**src/rtl/full_sub_core.sv**
```systemverilog
`default_nettype none
// ============================================================================
//  Module   : full_sub_core
//  Purpose  : Registered full subtractor, difference = (a - b - cin) mod 2^W,
//             borrow = 1 when a < b + cin. One cycle latency, valid-qualified.
//             Optional macro FULL_SUB_OVERFLOW_EN adds a registered signed
//             overflow flag.
//  Revision : 1.0 - initial release
// ============================================================================
module full_sub_core #(
    parameter int WIDTH = 1
) (
    input  logic             clk,
    input  logic             rst_n,
    input  logic             in_valid,
    input  logic [WIDTH-1:0] a,
    input  logic [WIDTH-1:0] b,
    input  logic             cin,
    output logic             out_valid,
    output logic [WIDTH-1:0] difference,
    output logic             borrow
`ifdef FULL_SUB_OVERFLOW_EN
    ,
    output logic             overflow
`endif
);

    // Borrow chain: br[0] is the incoming borrow, br[WIDTH] the outgoing one.
    logic [WIDTH:0]   w_br;
    logic [WIDTH-1:0] difference_d;
    logic             borrow_d;

    logic             out_valid_q;
    logic [WIDTH-1:0] difference_q;
    logic             borrow_q;

    assign w_br[0] = cin;

    // Ripple chain of 1-bit full-subtractor cells.
    genvar i;
    generate
        for (i = 0; i < WIDTH; i = i + 1) begin : g_cell
            assign difference_d[i] = a[i] ^ b[i] ^ w_br[i];
            assign w_br[i+1]       = (~a[i] & b[i]) | (~(a[i] ^ b[i]) & w_br[i]);
        end
    endgenerate

    assign borrow_d = w_br[WIDTH];

    // Valid strobe follows in_valid by one cycle; cleared by reset.
    always_ff @(posedge clk or negedge rst_n) begin
        if (!rst_n) begin
            out_valid_q <= 1'b0;
        end else begin
            out_valid_q <= in_valid;
        end
    end

    // Result registers capture only on a valid input and hold otherwise.
    always_ff @(posedge clk or negedge rst_n) begin
        if (!rst_n) begin
            difference_q <= '0;
            borrow_q     <= 1'b0;
        end else if (in_valid) begin
            difference_q <= difference_d;
            borrow_q     <= borrow_d;
        end
    end

    assign out_valid  = out_valid_q;
    assign difference = difference_q;
    assign borrow     = borrow_q;

`ifdef FULL_SUB_OVERFLOW_EN
    logic overflow_d;
    logic overflow_q;

    // Signed overflow: operands differ in sign and the result sign differs
    // from the minuend's sign.
    assign overflow_d = (a[WIDTH-1] != b[WIDTH-1]) &
                        (difference_d[WIDTH-1] != a[WIDTH-1]);

    // Overflow flag shares the result register enable.
    always_ff @(posedge clk or negedge rst_n) begin
        if (!rst_n) begin
            overflow_q <= 1'b0;
        end else if (in_valid) begin
            overflow_q <= overflow_d;
        end
    end

    assign overflow = overflow_q;
`endif

endmodule
`default_nettype wire

```
**config.mk**
```make
export PLATFORM = sky130hd
export DESIGN_NAME = full_sub_core
export DESIGN_NICKNAME = d
export VERILOG_FILES = /design/src/rtl/full_sub_core.sv
export SDC_FILE = /design/constraint.sdc
export NUM_CORES = 1
export LEC_CHECK = 0
export ABC_AREA = 1
export ABC_CLOCK_PERIOD_IN_PS = 800
export CAP_MARGIN = 5
export CORE_AREA = 5 5 42 44
export DETAILED_ROUTE_END_ITERATION = 8
export DIE_AREA = 0 0 47 49
export PLACE_DENSITY = 0.42
export RECOVER_POWER = 50
export SYNTH_ARGS = -nofsm -noshare
export SYNTH_HDL_FRONTEND = slang
export SYNTH_SLANG_ARGS = --single-unit
```
**constraint.sdc**
```tcl
create_clock -name clk -period 0.8 [get_ports clk]
set_input_delay 0.12 -clock clk [delete_from_list [all_inputs] [get_ports clk]]
set_output_delay 0.12 -clock clk [all_outputs]
set_load 0.02 [all_outputs]
```
==> reports/results.tsv <==
metric	value	unit
final wirelength	350	µm
max-capacitance violation count	0	
Die W	47	µm
Num CTS Buffers	3	
synth top area cells	dfrtp_1 57%, nand2_1 17%, fa_1 15%	
WP data arrival	0.75	ns
Leak	0.144	nW
Distinct cells, synth	4	
Seq pwr share	0.307	
RePlAce Congestion	0.656	
critical path data required time	0.68	ns
Worst Slack Setup Final	-0.0719	ns
Via density	3.05	
final worst path period share	1.09	
final setup TNS	-0.198	ns
Max Clock Skew	0	ns
initial core utilization	0.0946	
final hold violations	0	
pin count of the biggest net entering global routing	5	
grt total ovfl	0	
clock latency on the worst-skew pair	0.24	ns
Ant. Diodes	0	
H-tree Lvls	1	
initial antenna violation count	0	
Detail Placement HPWL	262	µm
Yosys warnings	0	
first-pass GRT wire length	572	µm
I/O pins	9	
CP delay by family, top	flip-flops	
#FFs+latches synth	3	
Clock Tree Root	clkbuf_4	
Post-synth EDFFs	0	
Internal	428	µW
Mapped Area	133	µm²
Post-synth top cells	6 x nand2_1, 4 x inv_1, 3 x dfrtp_1	
slowest CP cell	dfrtp_1	
CTS clk-pin slew, worst paths	0.04	ns
critical-path maximum fanout	2	
vias in the first global route	157	
core box area	0.00140	mm²
VDD IR max	0.000487	V
# rows	14	
WS Path Type	reg2out	
Top FF cell, synth	dfrtp_1	
ys async rst share	1.00	
post-route DRC violation count	0	
crit-path cells	buf_6	
postcts setup bufs	0	
FMAX	1.15	GHz
Hold Buf Count CTS	0	
Pre-antenna DRT Iters	2	
1st-iter DRT viols	1	
Levels on crit path	1	
Power Dens Cells	2090	mW/mm²
sequential area share after synthesis	0.566	
share of cells above drive strength 1	0.393	
Global Route Usage Sum	0.0396	
syn_nets	21	
Antenna Nets Post-Route	0	
port bufs	8	
Final Power	581	µW
nets	36	
# setup viols final	3	
clk buf depth	2	
Filler Cells Inserted	172	
Die Y	49	µm
DR vias	134	
CP Capture Type	output pin	
Die Area	0.00230	mm²
RSZ-0062 raised after global routing	true	
Net Sw Frac	0.264	
clock share of power	0.471	
routed length per instance	7.95	µm
Crit path largest cell delay	0.38	ns
Psw	153	µW
Rel. slew slack	0.898	
Slew Limit Fails	0	
top cell type by total area after synthesis	dfrtp_1	
Hold Crit Class	in2async	
clk sinks	3	
area grow syn2layout	109	%
Gate power share	0.221	
R2R cell count	3	
smallest hold slack	0.138	ns
failing checks	setup timing	
DP Cell Count	40	
count leader, synth	nand2_1	
CTS tree	done	
Final min period	0.872	ns
slew at the pin with the worst max-slew slack	0.153	ns
Buf/Inv on CP	1	
status	finished, violations left	
Synth Instances	14	
share of the synthesized area in the top cell type	0.566	
CP Launch Type	register	
Synth Area per Inst	9.47	µm²
Finished Layout Cells	44	
==> layout by cell type, fill, tap and decap left out <==
cell type,Yosys,final
inv_1,4,2
buf_6,0,3
inv_2,0,1
clkbuf_4,0,3
dlygate4sd3_1,0,1
inv_6,0,1
buf_2,0,1
fa_1,1,1
buf_4,0,2
clkdlybuf4s50_1,0,1
nand2_1,6,6
clkdlybuf4s15_1,0,2
dfrtp_1,3,3
clkbuf_1,0,1
==> power by group through the flow <==
stage,combinational [mW],clock [mW],sequential (mW)
CTS,0.131,0.276,0.180
floorplan,0.0235,0,0.198
global route,0.139,0.288,0.182
global placement,0.126,0,0.178
finish,0.129,0.274,0.179
detailed placement,0.131,0,0.178
==> worst paths after layout <==
path	startpoint	to	slack [ns]
setup / recovery	difference	difference	-0.07
hold / removal	rst_n	difference	0.14
setup reg to reg	difference	difference	0.06
hold reg to reg	borrow	borrow	0.58
max in group asynchronous	rst_n	borrow	0.51
min in group clk	b	difference	0.36
==> area by class of cell <==
cell class | count | area [µm²] | share of cell area
Sequential cell | 3 | 75.1 | 0.270
Multi-Input combinational cell | 7 | 42.5 | 0.153
Clock buffer | 4 | 26.3 | 0.0946
Inverter | 4 | 20.0 | 0.0721
Tap cell | 16 | 20.0 | 0.0721
Timing Repair Buffer | 10 | 93.8 | 0.338
==> layer usage <==
| metal | global-route usage | wire [µm] | vias to the layer above |
|---|---|---|---|
| li1 | - | - | 65 |
| met1 | 0.0356 | 141 | 56 |
| met2 | 0.0452 | 120 | 11 |
| met3 | 0.0295 | 73 | 2 |
| met4 | 0.0553 | 14 | 0 |
| met5 | 0 | 0 | - |
==> registers in the layout (all words and copies together) (netlist names) <==
| name | cells |
|---|---|
| borrow | 1 |
| difference | 1 |
| out_valid | 1 |
==> kinds of logic after synthesis <==
family                   Yosys count  synth area share
buffers and inverters              4             0.113
adder cells (fa/ha/maj)            1             0.151
flip-flops                         3             0.566
AND/OR/NAND/NOR                    6             0.170
==> timing repair <==
action	4_1_cts	5_1_grt
gates cloned	0	0
endpoints found under the setup margin	5	4
resized for setup	25	2
pin swaps	2	2
==> metrics by stage <==
step / area, µm² / util / setup slack, ns
6_report: 278 / 0.198 / -0.0719
5_1_grt: 278 / 0.198 / -0.0998
4_1_cts: 284 / 0.203 / -0.0807
3_5_place_dp: 253 / 0.180 / -0.597
3_3_place_gp: 253 / 0.180 / -0.564
2_1_floorplan: 138 / - / 0.00133
(Power assumes the default switching activity.)
